File: src/rtl/exit_alarm_ctrl.sv
// Checkout exit-alarm controller: synchronizes scan/clear/flag inputs, keeps saturating tallies
// and runs a latched alarm FSM with minimum-on time. Define EXIT_ALARM_BLINK_EN for a blinking LED.
module exit_alarm_ctrl #(
  parameter int unsigned ALARM_MIN_CYC  = 50000000,
  parameter int unsigned BLINK_HALF_CYC = 12500000,
  parameter int unsigned CNT_W          = 8
) (
  input  logic             clk,
  input  logic             reset_n,
  input  logic             scan_n,
  input  logic             clear_n,
  input  logic             stolen_in,
  input  logic             disc_in,
  output logic [CNT_W-1:0] item_cnt,
  output logic [CNT_W-1:0] disc_cnt,
  output logic [3:0]       stolen_cnt,
  output logic             alarm,
  output logic             alarm_led
);

  localparam int unsigned TMR_W = $clog2(ALARM_MIN_CYC + 1);
  localparam logic [TMR_W-1:0] TmrLoad = TMR_W'(ALARM_MIN_CYC - 1);

  typedef enum logic {StIdle, StAlarm} state_e;

  logic scan_s1_q, scan_s2_q, scan_s3_q;
  logic clr_s1_q, clr_s2_q;
  logic stl_s1_q, stl_s2_q;
  logic dsc_s1_q, dsc_s2_q;

  logic             scan_ev, clr, stolen, disc;
  state_e           state_q, state_d;
  logic [TMR_W-1:0] tmr_q, tmr_d;
  logic [CNT_W-1:0] item_cnt_q, item_cnt_d, disc_cnt_q, disc_cnt_d;
  logic [3:0]       stolen_cnt_q, stolen_cnt_d;
  logic             alarm_q, alarm_d;

  always_ff @(posedge clk or negedge reset_n) begin
    if (!reset_n) begin
      scan_s1_q <= 1'b1;
      scan_s2_q <= 1'b1;
      scan_s3_q <= 1'b1;
      clr_s1_q  <= 1'b1;
      clr_s2_q  <= 1'b1;
      stl_s1_q  <= 1'b0;
      stl_s2_q  <= 1'b0;
      dsc_s1_q  <= 1'b0;
      dsc_s2_q  <= 1'b0;
    end else begin
      scan_s1_q <= scan_n;
      scan_s2_q <= scan_s1_q;
      scan_s3_q <= scan_s2_q;
      clr_s1_q  <= clear_n;
      clr_s2_q  <= clr_s1_q;
      stl_s1_q  <= stolen_in;
      stl_s2_q  <= stl_s1_q;
      dsc_s1_q  <= disc_in;
      dsc_s2_q  <= dsc_s1_q;
    end
  end

  // One event per synchronized falling edge of the scan button.
  assign scan_ev = scan_s3_q & ~scan_s2_q;
  assign clr     = ~clr_s2_q;
  assign stolen  = stl_s2_q;
  assign disc    = dsc_s2_q;

  always_comb begin
    item_cnt_d   = item_cnt_q;
    disc_cnt_d   = disc_cnt_q;
    stolen_cnt_d = stolen_cnt_q;
    if (scan_ev) begin
      if (item_cnt_q != '1) item_cnt_d = item_cnt_q + CNT_W'(1);
      if (disc && (disc_cnt_q != '1)) disc_cnt_d = disc_cnt_q + CNT_W'(1);
      if (stolen && (stolen_cnt_q != '1)) stolen_cnt_d = stolen_cnt_q + 4'd1;
    end
  end

  always_comb begin
    state_d = state_q;
    tmr_d   = tmr_q;
    unique case (state_q)
      StIdle: begin
        if (scan_ev && stolen) begin
          state_d = StAlarm;
          tmr_d   = TmrLoad;
        end
      end
      StAlarm: begin
        // A fresh stolen scan wins over a clear in the same cycle.
        if (scan_ev && stolen) begin
          tmr_d = TmrLoad;
        end else if (tmr_q == '0) begin
          if (clr) state_d = StIdle;
        end else begin
          tmr_d = tmr_q - TMR_W'(1);
        end
      end
    endcase
    alarm_d = (state_d == StAlarm);
  end

  always_ff @(posedge clk or negedge reset_n) begin
    if (!reset_n) begin
      state_q      <= StIdle;
      tmr_q        <= '0;
      item_cnt_q   <= '0;
      disc_cnt_q   <= '0;
      stolen_cnt_q <= '0;
      alarm_q      <= 1'b0;
    end else begin
      state_q      <= state_d;
      tmr_q        <= tmr_d;
      item_cnt_q   <= item_cnt_d;
      disc_cnt_q   <= disc_cnt_d;
      stolen_cnt_q <= stolen_cnt_d;
      alarm_q      <= alarm_d;
    end
  end

`ifdef EXIT_ALARM_BLINK_EN
  localparam int unsigned BLINK_W = $clog2(BLINK_HALF_CYC + 1);
  localparam logic [BLINK_W-1:0] BlinkLast = BLINK_W'(BLINK_HALF_CYC - 1);

  logic [BLINK_W-1:0] blink_q, blink_d;
  logic               led_q, led_d;

  always_comb begin
    blink_d = blink_q;
    led_d   = led_q;
    if (state_d == StAlarm) begin
      if (state_q == StIdle) begin
        led_d   = 1'b1;
        blink_d = '0;
      end else if (blink_q == BlinkLast) begin
        led_d   = ~led_q;
        blink_d = '0;
      end else begin
        blink_d = blink_q + BLINK_W'(1);
      end
    end else begin
      led_d   = 1'b0;
      blink_d = '0;
    end
  end

  always_ff @(posedge clk or negedge reset_n) begin
    if (!reset_n) begin
      blink_q <= '0;
      led_q   <= 1'b0;
    end else begin
      blink_q <= blink_d;
      led_q   <= led_d;
    end
  end

  assign alarm_led = led_q;
`else
  assign alarm_led = alarm_q;
`endif

  assign item_cnt   = item_cnt_q;
  assign disc_cnt   = disc_cnt_q;
  assign stolen_cnt = stolen_cnt_q;
  assign alarm      = alarm_q;

endmodule
File: config.mk
export PLATFORM = sky130hd
export DESIGN_NAME = exit_alarm_ctrl
export DESIGN_NICKNAME = d
export VERILOG_FILES = /design/src/rtl/exit_alarm_ctrl.sv
export SDC_FILE = /design/constraint.sdc
export NUM_CORES = 1
export LEC_CHECK = 0
export ABC_AREA = 1
export CAP_MARGIN = 20
export CORE_ASPECT_RATIO = 0.9
export CORE_MARGIN = 2
export CORE_UTILIZATION = 43
export CTS_CLUSTER_DIAMETER = 120
export CTS_CLUSTER_SIZE = 12
export DETAILED_ROUTE_END_ITERATION = 6
export GPL_ROUTABILITY_DRIVEN = 0
export MAX_ROUTING_LAYER = met4
export PLACE_DENSITY = 0.68
export SETUP_SLACK_MARGIN = 0.5
export SYNTH_ARGS = -nofsm -noshare
export SYNTH_HDL_FRONTEND = slang
export SYNTH_SLANG_ARGS = --single-unit
File: constraint.sdc
create_clock -name clk -period 2.3 [get_ports clk]
set_clock_uncertainty 0.15 [all_clocks]
set_input_delay 0.345 -clock clk [delete_from_list [all_inputs] [get_ports clk]]
set_output_delay 0.345 -clock clk [all_outputs]
set_load 0.005 [all_outputs]
## Yosys cells after proc, flatten, opt, wreduce, memory -nomap -nowiden

Cells that the tools add are included.

- Register bits: 56
- Bits in latches: 0
- RAM bits: 0
- Memory bits (read-only): 0
- Input port bits: 6
- Output and inout bits: 22
- Memories kept: 0

- $add $sub $neg: 4
- Multipliers: 0
- Divide/modulo/power cells: 0
- Order comparisons: 0
- Equal/unequal tests: 5
- Shifts and indexed selects: 0
- Multiplexer cells: 9
- Bitwise logic cells: 3
- Reductions and logical operators: 8

Operators by type and width:

| kind | count |
|---|---|
| two-way mux 26 bit | 3 |
| one-hot mux 26 bit (2 select lines) | 1 |
| zero test 26 bit | 1 |
| subtractor 26 x 1 -> 26 bit, second input constant | 1 |
| adder 8 x 1 -> 8 bit, second input constant | 2 |
| inequality test 8 bit, second input constant | 2 |
| AND reduction 2 bit | 4 |
| adder 4 x 1 -> 4 bit, second input constant | 1 |
| two-way mux 1 bit | 4 |
| inequality test 4 bit, second input constant | 1 |
| logical AND 1 bit | 3 |
| inequality test 3 bit, second input constant | 1 |
| inequality test 2 bit, second input constant | 1 |
| NOT 1 bit | 2 |
| one-hot mux 1 bit (2 select lines) | 1 |
| bitwise AND 1 bit | 1 |

## Depth between registers and ports, before layout

- Depth after elaboration: 5
- Depth in mapped cells: 13

## Worst setup path after synthesis

OpenSTA, ideal clock, no wires.

- Kind: register to register
- From: reg tmr_q[0]
- To: reg tmr_q[9]
- Library setup time: 117 ps
- Data arrival time: 1510 ps
- Data required time: 2033 ps
- Slack: 523 ps
- Stages on the path, launching flop included: 14
- Clock period less this slack: 1777 ps
- Cells stage by stage: dfrtp_1 > inv_2 > ha_1 > buf_2 > nand2_2 > inv_2 > nand2_2 > nor2_2 > nand2_4 > nand2_4 > nand2_4 > buf_6 > nand2_2 > o21ai_2

- Word-level cells in the longest chain between the ends: 4
- Elaborated cells on any way between the ends: 7
- Classes of those cells: 1 x add/sub; 1 x eq/ne; 3 x mux; 2 x reduce/logical

Ends and longest elaborated chain:

| what | line | text |
|---|---|---|
| start: declaration | 33 | `logic [TMR_W-1:0] tmr_q, tmr_d;` |
| start signal: assignment | 113 | `tmr_q <= tmr_d;` |
| subtractor 26 x 1 -> 26 bit | 96 | `tmr_d = tmr_q - TMR_W'(1);` |
| two-way mux 26 bit | 93 | `end else if (tmr_q == '0) begin` |
| two-way mux 26 bit | 91 | `if (scan_ev && stolen) begin` |
| one-hot mux 26 bit (2 select lines) | 82 | `unique case (state_q)` |

Several ways; a longest one is shown, not always the timed one. The select of a mux whose other input is x is not followed.
A chain may end at the register's enable or synchronous reset.

## Worst setup path in the final report

- From: reg tmr_q[8]
- To: reg tmr_q[18]

The elaborated chain is that of the path after synthesis.

==> out/metrics.cfg <==
[route]
drt-initial-drc-count = 219
drc = 0
vias = 2929
wire_per_inst_um = 13.9
vias_per_cell = 5.17
ant_nets = 0
drtPass1Iterations = 5
routed_wl_um = 7910

[yosys]
ys_async_sr_fraction_pct = 100
synth.area.top_cells = dfrtp_1, nand2_1, nand3_1
synth-seq-cells = 56
synthFlopType = dfrtp_1
synth_largest_area_cell = dfrtp_1
synth_top_area_share_pct = 40.4
netlist_area_um2 = 3160
syn-instance-count = 402
syn-mean-instance-area_um2 = 7.85
synth_nets = 412
yosysWarnings = 0
yosysSeqAreaShare_pct = 44.6
synth_cell_types = 31
synth_edf_count = 0

[floorplanning]
die_y_um = 85.3
num_io_pins = 28
row_count = 29
core_um2 = 7080
initial_core_util_pct = 44.6
fp.dieW_um = 94.3
die-area_um2 = 8040

[pwr]
p_sw_w = 0.000895
seqPwrFrac_pct = 47.2
combinationalPowerShare_pct = 31.2
p_leak_nw = 2.00
powerDensity_nw_per_um2 = 668
pwr-share-clk_pct = 21.6
peakVddDrop_v = 0.000559
p_int_w = 0.00186
switching_share_pct = 32.5

[timing]
timing.hold.ws_ns = 0.210
min_period_ns = 1.78
relSlewSlack_pct = 65.6
timing_hold_violations_final = 0
tightest_slew_ns = 0.517
rsz0062_at_grt = true
drv_slew = 0
fmax_mhz = 561
setup_viol = 0
fin_crit_sh_pct = 77.5
finalSetupTns_ns = 0

[flow_run]
maxCapViolCount = 0

[setup_path]
cp.required_ns = 2.41
path_cells = nor2_2 > nand2_2 > inv_2 > nand2_2 > nor2_4 > nand2_4 > nand2_8 > buf_4 > nand3_1 > nand2_1
cpMaxStageDelayCell = dfrtp_2
path_class = flip-flop to flip-flop
path_common_cell = nand2_2
arrival_ns = 1.90
worstSetupStartpointType = flip-flop
max_stage_delay_ns = 0.47
critical_path_peak_fanout = 6
endpoint_kind = flip-flop

[finish]
syn2layout_area_growth_pct = 30.6
fin_util_pct = 58.2
fin_nets = 483
drive_gt1_share_pct = 28.7
antennaDiodeCount = 0
fill_cells = 621

[placed_design]
portBuffers = 27
dp_hpwl_um = 5140

[global_route]
grt_pass1_wl_um = 12700
grt_use_total_pct = 20.3
grt_pass1_vias = 2701
overflow = 0
antenna_found_initial = 0
grt_max_degree = 36

[clocking]
clkSinkCount = 56
clk_pin_slew_worst_paths_ns = 0.11
cts_tree = yes
cts_made_buffers = 5
insertion_delay_ns = 0.32
root_buffer = clkbuf_8
ctsLongestPathBuffers = 2
cts_htree_levels = 2

[min_path]
hp-class = flip-flop to flip-flop

[run_status]
outcome = complete, no violations

worst max-delay path, delay by kind of cell (launching register included):
kind          cells  cell delay, ns
flops             1            0.47
buf+inv           2            0.20
simple gates      8            0.91
final cells by class:
type,instances,area [um^2],area share [%]
well taps,93,116,2.82
clock buffers,5,68.8,1.67
clock inverters,3,33.8,0.820
inverters,48,184,4.46
multi-input cells,291,1680,40.7
flip-flops and latches,56,1410,34.3
repair buffers,71,626,15.2
layer usage:
| metal | vias to the layer above | global-route usage [%] | part of all wire [%] |
|---|---|---|---|
| met4 | 0 | 6.46 | 1.3 |
| met3 | 13 | 2.75 | 4.6 |
| met2 | 98 | 31.4 | 49 |
| met1 | 1389 | 27.6 | 45 |
| li1 | 1429 | - | - |
| met5 | - | - | 0 |
cell usage after synthesis, drive strengths merged (3+ instances only):
library cell / number
ha: 4
nand2: 114
inv: 48
buf: 8
xnor2: 9
nand3: 48
dfstp: 5
dfrtp: 51
nor3: 4
nor2: 56
clkbuf: 3
xor2: 9
o21ai: 18
nand4: 19
kinds of logic (layout without fill, tap and decap cells):
group	Yosys count	in the layout	share of synthesized area, %
multiplexers	1	1	0.357
buffers and inverters	59	127	8.05
AO/OA/AOI/OAI	21	21	4.64
flip-flops	56	56	44.6
AND/OR/NAND/NOR	243	247	35.8
XOR/XNOR	18	18	4.99
adder cells (fa/ha/maj)	4	4	1.59
worst paths after layout:
check                                     endpoint  slack, ns  cells after the start                 start
max reg2reg                  tmr_q[18]$_DFFE_PN0P_       0.52                     10  tmr_q[8]$_DFFE_PN0P_
min reg2reg                     stl_s2_q$_DFF_PN0_       0.21                      0    stl_s1_q$_DFF_PN0_
min in group asynchronous  disc_cnt[2]$_DFFE_PN0P_       0.36                      2               reset_n
max in group asynchronous       clr_s2_q$_DFF_PN1_       1.01                      3               reset_n
min                             stl_s2_q$_DFF_PN0_       0.21                      0    stl_s1_q$_DFF_PN0_
max                          tmr_q[18]$_DFFE_PN0P_       0.52                     10  tmr_q[8]$_DFFE_PN0P_
registers in the layout (all words and copies together), names as in the netlist:
register	count
clr_s2_q	1
tmr_q	26
clr_s1_q	1
scan_s3_q	1
disc_cnt	8
stl_s2_q	1
item_cnt	8
dsc_s1_q	1
disc	1
scan_s2_q	1
scan_s1_q	1
stolen_cnt	4
alarm	1
stl_s1_q	1
per-stage QoR:
| stage | setup slack [ns] | power [W] | instance area, um^2 | cells |
|---|---|---|---|---|
| floorplan | 0.523 | 0.00166 | 3160 | 402 |
| global placement | 0.305 | 0.00199 | 3520 | 517 |
| detailed placement | 0.228 | 0.00201 | 3520 | 517 |
| CTS | 0.505 | 0.00261 | 3760 | 535 |
| global route | 0.433 | 0.00295 | 4120 | 567 |
| finish | 0.516 | 0.00275 | 4120 | 567 |
repair_timing:
action | CTS | global route
resized for setup | 12 | 29
pin swaps | 4 | 15
buffers inserted | 8 | 29
cloned | 1 | 3
endpoints found under the hold margin | 19 | 0
hold buffers | 1 | 0
setup endpoints to repair | 21 | 51
cell usage in the layout, fill, tap and decap left out, types with 2 or more instances in the layout:
| cell type | n |
|---|---|
| buf_4 | 40 |
| buf_6 | 2 |
| clkbuf_8 | 5 |
| clkdlybuf4s50_1 | 23 |
| dfrtp_1 | 46 |
| dfrtp_2 | 5 |
| dfstp_2 | 5 |
| dlymetal6s2s_1 | 3 |
| ha_1 | 3 |
| inv_1 | 31 |
| inv_2 | 16 |
| nand2_1 | 99 |
| nand2_2 | 10 |
| nand2_4 | 6 |
| nand2_8 | 3 |
| nand3_1 | 45 |
| nand3_2 | 2 |
| nand4_1 | 19 |
| nor2_1 | 38 |
| nor2_2 | 9 |
| nor2_4 | 9 |
| nor3_1 | 3 |
| o21ai_0 | 5 |
| o21ai_2 | 12 |
| xnor2_1 | 9 |
| xor2_1 | 9 |
power groups by stage:
stage,Sequential [W],Combinational [W],Clock [W]
6_report,0.00130,0.000860,0.000594
3_5_place_dp,0.00134,0.000673,0
2_1_floorplan,0.00132,0.000338,0
3_3_place_gp,0.00133,0.000658,0
5_1_grt,0.00132,0.000967,0.000661
4_1_cts,0.00132,0.000681,0.000607
(Power assumes the default switching activity.)
